--- src/rtl/imem_loader.sv ---
// Length-prefixed byte-stream loader for the Olivia instruction memory; holds the core in reset until loaded.
// Optional trailing XOR checksum byte enabled by defining IMEM_LOADER_CHECKSUM_EN.
module imem_loader #(
    parameter int IMEM_BYTES = 64,
    parameter int ADDR_W     = 6
) (
    input  logic              clk,
    input  logic              rst,
    input  logic              in_valid,
    input  logic [7:0]        in_data,
    output logic              in_ready,
    output logic              im_we,
    output logic [ADDR_W-1:0] im_addr,
    output logic [7:0]        im_wdata,
    output logic              core_rst,
    output logic              load_done,
    output logic              load_err,
    output logic [ADDR_W-2:0] word_cnt
);

    // state   | meaning
    // ST_HDR  | waiting for word-count header byte
    // ST_DATA | receiving 4N program bytes
    // ST_CHK  | waiting for XOR checksum byte (checksum build only)
    // ST_DONE | program loaded, core released
    // ST_ERR  | malformed stream, core held in reset
    typedef enum logic [2:0] {
        ST_HDR,
        ST_DATA,
        ST_CHK,
        ST_DONE,
        ST_ERR
    } state_t;

    localparam logic [7:0] LP_MAX_WORDS = 8'(IMEM_BYTES / 4);

    state_t            r_state;
    logic [ADDR_W-2:0] r_n;
    logic [ADDR_W-1:0] r_idx;
`ifdef IMEM_LOADER_CHECKSUM_EN
    logic [7:0]        r_xor;
`endif

    logic              w_accept;
    logic [ADDR_W:0]   w_last_idx;
    logic              w_is_last;

    always_comb begin
        in_ready = (r_state == ST_HDR) || (r_state == ST_DATA) || (r_state == ST_CHK);
    end

    assign w_accept   = in_valid && in_ready;
    // One bit wider than the address so N == IMEM_BYTES/4 gives 4N-1 without wrap.
    assign w_last_idx = {r_n, 2'b00} - (ADDR_W + 1)'(1);
    assign w_is_last  = ({1'b0, r_idx} == w_last_idx);

    always_ff @(posedge clk) begin
        if (rst) begin
            r_state   <= ST_HDR;
            r_n       <= '0;
            r_idx     <= '0;
            im_we     <= 1'b0;
            im_addr   <= '0;
            im_wdata  <= '0;
            core_rst  <= 1'b1;
            load_done <= 1'b0;
            load_err  <= 1'b0;
            word_cnt  <= '0;
`ifdef IMEM_LOADER_CHECKSUM_EN
            r_xor     <= '0;
`endif
        end else begin
            im_we <= 1'b0;
            case (r_state)
                ST_HDR: begin
                    if (w_accept) begin
                        if ((in_data == 8'd0) || (in_data > LP_MAX_WORDS)) begin
                            r_state  <= ST_ERR;
                            load_err <= 1'b1;
                        end else begin
                            r_n     <= in_data[ADDR_W-2:0];
                            r_state <= ST_DATA;
                        end
                    end
                end
                ST_DATA: begin
                    if (w_accept) begin
                        im_we    <= 1'b1;
                        im_addr  <= r_idx;
                        im_wdata <= in_data;
                        r_idx    <= r_idx + 1'b1;
                        if (r_idx[1:0] == 2'b11) begin
                            word_cnt <= word_cnt + 1'b1;
                        end
`ifdef IMEM_LOADER_CHECKSUM_EN
                        r_xor <= r_xor ^ in_data;
                        if (w_is_last) begin
                            r_state <= ST_CHK;
                        end
`else
                        if (w_is_last) begin
                            r_state <= ST_DONE;
                        end
`endif
                    end
                end
`ifdef IMEM_LOADER_CHECKSUM_EN
                ST_CHK: begin
                    if (w_accept) begin
                        if (in_data == r_xor) begin
                            r_state <= ST_DONE;
                        end else begin
                            r_state  <= ST_ERR;
                            load_err <= 1'b1;
                        end
                    end
                end
`endif
                ST_DONE: begin
                    // Entered on the final write edge, so release lands one cycle after it.
                    load_done <= 1'b1;
                    core_rst  <= 1'b0;
                end
                ST_ERR: begin
                    load_err <= 1'b1;
                    core_rst <= 1'b1;
                end
                default: begin
                    r_state  <= ST_ERR;
                    load_err <= 1'b1;
                end
            endcase
        end
    end

endmodule

--- config.mk ---
export PLATFORM = sky130hd
export DESIGN_NAME = imem_loader
export DESIGN_NICKNAME = d
export VERILOG_FILES = /design/src/rtl/imem_loader.sv
export SDC_FILE = /design/constraint.sdc
export NUM_CORES = 1
export LEC_CHECK = 0
export ABC_AREA = 0
export ABC_CLOCK_PERIOD_IN_PS = 1700
export CAP_MARGIN = 20
export CORE_MARGIN = 3
export CORE_UTILIZATION = 25
export DETAILED_ROUTE_END_ITERATION = 8
export HOLD_SLACK_MARGIN = 0.06
export PLACE_DENSITY = 0.56
export SYNTH_ARGS = -nofsm -noshare
export SYNTH_HDL_FRONTEND = slang
export SYNTH_SLANG_ARGS = --single-unit
--- constraint.sdc ---
create_clock -name clk -period 1.7 [get_ports clk]
set_input_delay 0.34 -clock clk [delete_from_list [all_inputs] [get_ports clk]]
set_output_delay 0.34 -clock clk [all_outputs]
set_load 0.05 [all_outputs]
-- Yosys cells after proc, flatten, opt, wreduce, memory -nomap -nowiden
Cells that the tools add are included.
- register bits: 37
- input bits: 11
- word-level logic and storage cells: 53
- output and inout bits: 24
- eq/ne operators: 10
- add/sub/neg operators: 3
- magnitude comparators: 1
- bitwise logic cells: 4
- mux-type cells: 10
- reductions and logical operators: 15
- operators with widths (operator ; count):
    $mux W3 ; 4
    $pmux W3 S3 ; 1
    $reduce_and A3 Y1 ; 3
    $gt A8 B5 Y1 const B ; 1
    $logic_not A8 Y1 ; 1
    $eq A6 B7 Y1 ; 1
    $sub A7 B1 Y7 const B ; 1
    $add A6 B1 Y6 const B ; 1
    $eq A3 B2 Y1 const B ; 2
    $ne A2 B2 Y1 const B ; 3
    $reduce_or A2 Y1 ; 3
    $add A5 B1 Y5 const B ; 1
    $not A1 Y1 ; 4
    $pmux W1 S2 ; 2
    $reduce_and A4 Y1 ; 1
    $eq A3 B1 Y1 const B ; 1
    $eq A3 B3 Y1 const B ; 1
    $logic_not A3 Y1 ; 1
    $logic_or A1 B1 Y1 ; 3
    $mux W1 ; 3
    $eq A2 B2 Y1 const B ; 1
    $ne A2 B1 Y1 const B ; 1
    $reduce_and A2 Y1 ; 1
    $reduce_bool A2 Y1 ; 1
    $logic_and A1 B1 Y1 ; 1

-- Depth between registers and ports, before layout
- depth in word-level cells: 6
- depth in mapped cells: 6
- depth with buffers taken out: 6

-- Least setup slack after synthesis
No wires, ideal clock.
- path type: reg-to-output
- from: reg r_state[2]
- to: out in_ready
- required time: 1360 ps
- arrival: 1194 ps
- setup slack: 166 ps
- stages on the path, launching flop included: 3
- path buffers: 1
- cells stage by stage: dfxtp_1 buf_2 a21oi_1
- longest elaborated chain between the ends: 3
- elaborated cells on any way between the ends: 5
- classes of those cells: 2 x eq/ne; 3 x reduce/logical
- RTL lines (what ; line ; source):
    start, declared ; 37 ; state_t r_state;
    start signal, assigned ; 59 ; r_state <= ST_HDR;
    start signal, assigned ; 78 ; r_state <= ST_ERR;
    start signal, assigned ; 82 ; r_state <= ST_DATA;
    $eq A3 B1 Y1 / $logic_not A3 Y1 (equally long branches) ; 49 ; in_ready = (r_state == ST_HDR) || (r_state == ST_DATA) || (r_state == ST_CHK);
    $logic_or A1 B1 Y1 ; 49 ;
    $logic_or A1 B1 Y1 (*) ; 49 ;
    end, declared ; 11 ; output logic in_ready,
Mark *: on every way between the ends. The rest lies on a longest branch, timed or not.

-- Final worst setup path
- from: in in_data[1]
- to: reg r_state[0]
- longest elaborated chain between the ends: 5
- elaborated cells on any way between the ends: 6
- classes of those cells: 1 x order compare; 3 x mux; 2 x reduce/logical
- RTL lines (what ; line ; source):
    start, declared ; 10 ; input logic [7:0] in_data,
    $gt A8 B5 Y1 / $logic_not A8 Y1 (equally long branches) ; 77 ; if ((in_data == 8'd0) || (in_data > LP_MAX_WORDS)) begin
    $logic_or A1 B1 Y1 (*) ; 77 ;
    $mux W3 (*) ; 77 ;
    $mux W3 (*) ; 76 ; if (w_accept) begin
    $pmux W3 S3 (*) ; 74 ; case (r_state)
    end signal, assigned ; 78 ;
    end signal, assigned ; 82 ;
    end signal, assigned ; 102 ; r_state <= ST_DONE;
Mark *: on every way between the ends. The rest lies on a longest branch, timed or not. The select of a mux whose other input is x is not followed.
A chain may end at the register's enable or synchronous reset.

==> out/qor.csv <==
stage,metric,value,unit
status,status,"finished, final reports clean",
cells_and_area,n_antenna_cell,0,
die,die_h,86.0,microns
cells_and_area,drive_gt1_frac,0.215,
routing,via_count,1395,
critical_path,r2r_start,r_state[0],
critical_path,crit_required,1890,ps
sta,tns,0,ps
pwr,swShare,0.252,
critical_path,worst_r2r_path_depth,4,
cells_and_area,ff_latch_area,741,sq um
clock_tree,cts_buffers,5,
cells_and_area,final_cell_area,0.00214,sq mm
worst_hold_path,min_path_cells,2,
critical_path,end_kind,flop,
critical_path,startpoint_type,primary input,
clock_tree,cts_tree,yes,
die,num_rows,28,
cells_and_area,num-fill-cells,638,
logic_synthesis,synthArstFlopShare,0,
sta,setup_viol,0,
logic_synthesis,synth_ff_type,dfxtp_1,
global_route,antenna_found_initial,0,
run,cap_violations,0,
place,hpwl,2760,microns
logic_synthesis,synth_warnings,0,
die,die_w,86.0,microns
sta,worst_pin_slew,364,ps
clock_tree,clock_sinks,37,
routing,drt_pass1_iterations,5,
critical_path,critPathMaxFanout,6,
routing,route.detailed.vias_per_inst,4.53,
cells_and_area,synthToLayoutAreaGrowth,33.4,%
routing,totalWireLength,3760,microns
sta,max_freq,606,MHz
pwr,p_leak,0.000843,uW
sta,worst_slew_margin_rel,0.755,
cells_and_area,multi_input_area,796,sq um
critical_path,crit_type,primary input to flop,
cells_and_area,nets,247,
global_route,overflow,0,
cells_and_area,final_cells,308,
die,ios,35,
routing,wire_per_inst,12.2,microns
global_route,grt_pass1_wl,6280,microns
cells_and_area,final_common_cell,dfxtp_1,
clock_tree,clk_path_buf_depth,2,
clock_tree,clkTransAtPathRegs,70,ps
logic_synthesis,syn_area,0.00160,sq mm
pwr,p_sw,427,uW
routing,drt-initial-drc-count,52,
clock_tree,post_cts_buffers,0,
die,coreArea,0.00606,sq mm
clock_tree,htreeDepth,2,
place,placed_cells,301,
place,gp_congestion,0.757,
cells_and_area,final_cell_mix,"dfxtp_1, buf_4, nand2_1",
logic_synthesis,synth-seq-cells,37,
pwr,clkPwrFrac,0.376,
die,start_util,0.264,
sta,drv_slew,0,
logic_synthesis,synthDistinctLibCells,30,
routing,drc,0,
die,die_area,0.00740,sq mm
pwr,intPower,1270,uW
worst_hold_path,hp-class,flop to flop,
global_route,grt_pass1_vias,1332,
worst_hold_path,min-delay-start,im_wdata[5],
sta,finalCritPeriodShare,0.971,
cells_and_area,final_util,0.352,
worst_hold_path,hold_path_end,im_wdata[5],
global_route,grt_max_degree,19,
pwr,combPwrFrac,0.100,
pwr,power_density,794,mW/mm^2
sta,hold_viol_final,0,
critical_path,r2r_slack,350,ps
critical_path,rr_endpoint,im_wdata[4],
logic_synthesis,syn_area_per_cell,8.52,sq um
global_route,track_usage,0.110,
logic_synthesis,synth_nets,202,
sta,skew,6.38,ps
logic_synthesis,postSynthCellCount,188,
logic_synthesis,synth_edf_count,0,
logic_synthesis,ys_seq_area_frac,0.463,
place,io_buffers,34,
routing,drtAntennaViolNets,0,
sta,grt_setup_unrepaired,yes,
place,placed_cell_area,0.00204,sq mm
clock_tree,root_buffer,clkbuf_8,
pwr,power_frac_seq,0.524,
clock_tree,clk_latency,290,ps
pwr,ir_drop,346,uV
critical_path,arrival,1840,ps
sta,min_period,1650,ps
pwr,power.total,1700,uW
## worst max-delay path: stages
cell,delay (ps)
clkdlybuf4s50_1,460
nor4_4,380
xor2_2,350
o22ai_2,140
and3b_1,170
## registers in the layout, summed over array words and instances, names as in the netlist
signal	flops
r_n	5
r_idx	6
im_wdata	8
core_rst	1
load_err	1
im_addr	6
im_we	1
r_state	3
load_done	1
word_cnt	5
## layout make-up
class | count | area share
inverters | 6 | 0.0105
clock buffers | 6 | 0.0387
multi-input cells | 136 | 0.373
clock inverters | 1 | 0.00351
well taps | 75 | 0.0439
flip-flops and latches | 37 | 0.347
repair buffers | 47 | 0.184
## layer usage
metal	track usage	share of wire	up-vias
met2	0.177	0.47	19
li1	-	-	728
met5	0	0	-
met1	0.129	0.47	643
met4	0.0432	0.015	0
met3	0.0442	0.044	5
## stage by stage
stage,worst slack (ps),hold slack (ps)
2_1_floorplan,166,458
3_3_place_gp,-252,445
3_5_place_dp,-270,448
4_1_cts,48.2,458
5_1_grt,-1.04,482
6_report,49.0,458
## power groups by stage
stage	Sequential, uW	Clock [uW]	Combinational [uW]
finish	889	638	170
detailed placement	909	0	170
global route	890	692	185
CTS	888	659	171
global placement	909	0	171
floorplan	923	0	72.8
## cells in the mapped netlist, drive strengths merged (4+ instances only)
cell type / n / area [sq um]
dfxtp: 37 / 741
nand4: 11 / 68.8
o31ai: 5 / 37.5
nand2: 34 / 128
clkbuf: 5 / 18.8
a21oi: 27 / 135
inv: 6 / 22.5
buf: 4 / 28.8
xor2: 13 / 121
nor2: 16 / 60.1
## cell families after synthesis
| group | Yosys count | share of synthesized area |
|---|---|---|
| simple gates | 80 | 0.249 |
| xor+xnor | 16 | 0.0922 |
| flops | 37 | 0.462 |
| fa+ha+maj | 3 | 0.0234 |
| compound gates | 37 | 0.129 |
| buf+inv | 15 | 0.0438 |
## worst max-delay path by stage
stage | startpoint | to | cells past startpoint
finish | in_data[1] | r_state[0] | 5
global route | in_data[1] | r_state[0] | 5
CTS | in_data[0] | r_state[0] | 5
detailed placement | in_data[0] | r_state[0] | 5
global placement | in_data[0] | r_state[0] | 5
floorplan | r_state[2] | in_ready | 2
## timing repair
| item | 4_1_cts | 5_1_grt |
|---|---|---|
| hold buffers | 0 | 0 |
| resized for setup | 0 | 2 |
| endpoints found under the setup margin | 0 | 2 |
(Power assumes the default switching activity.)
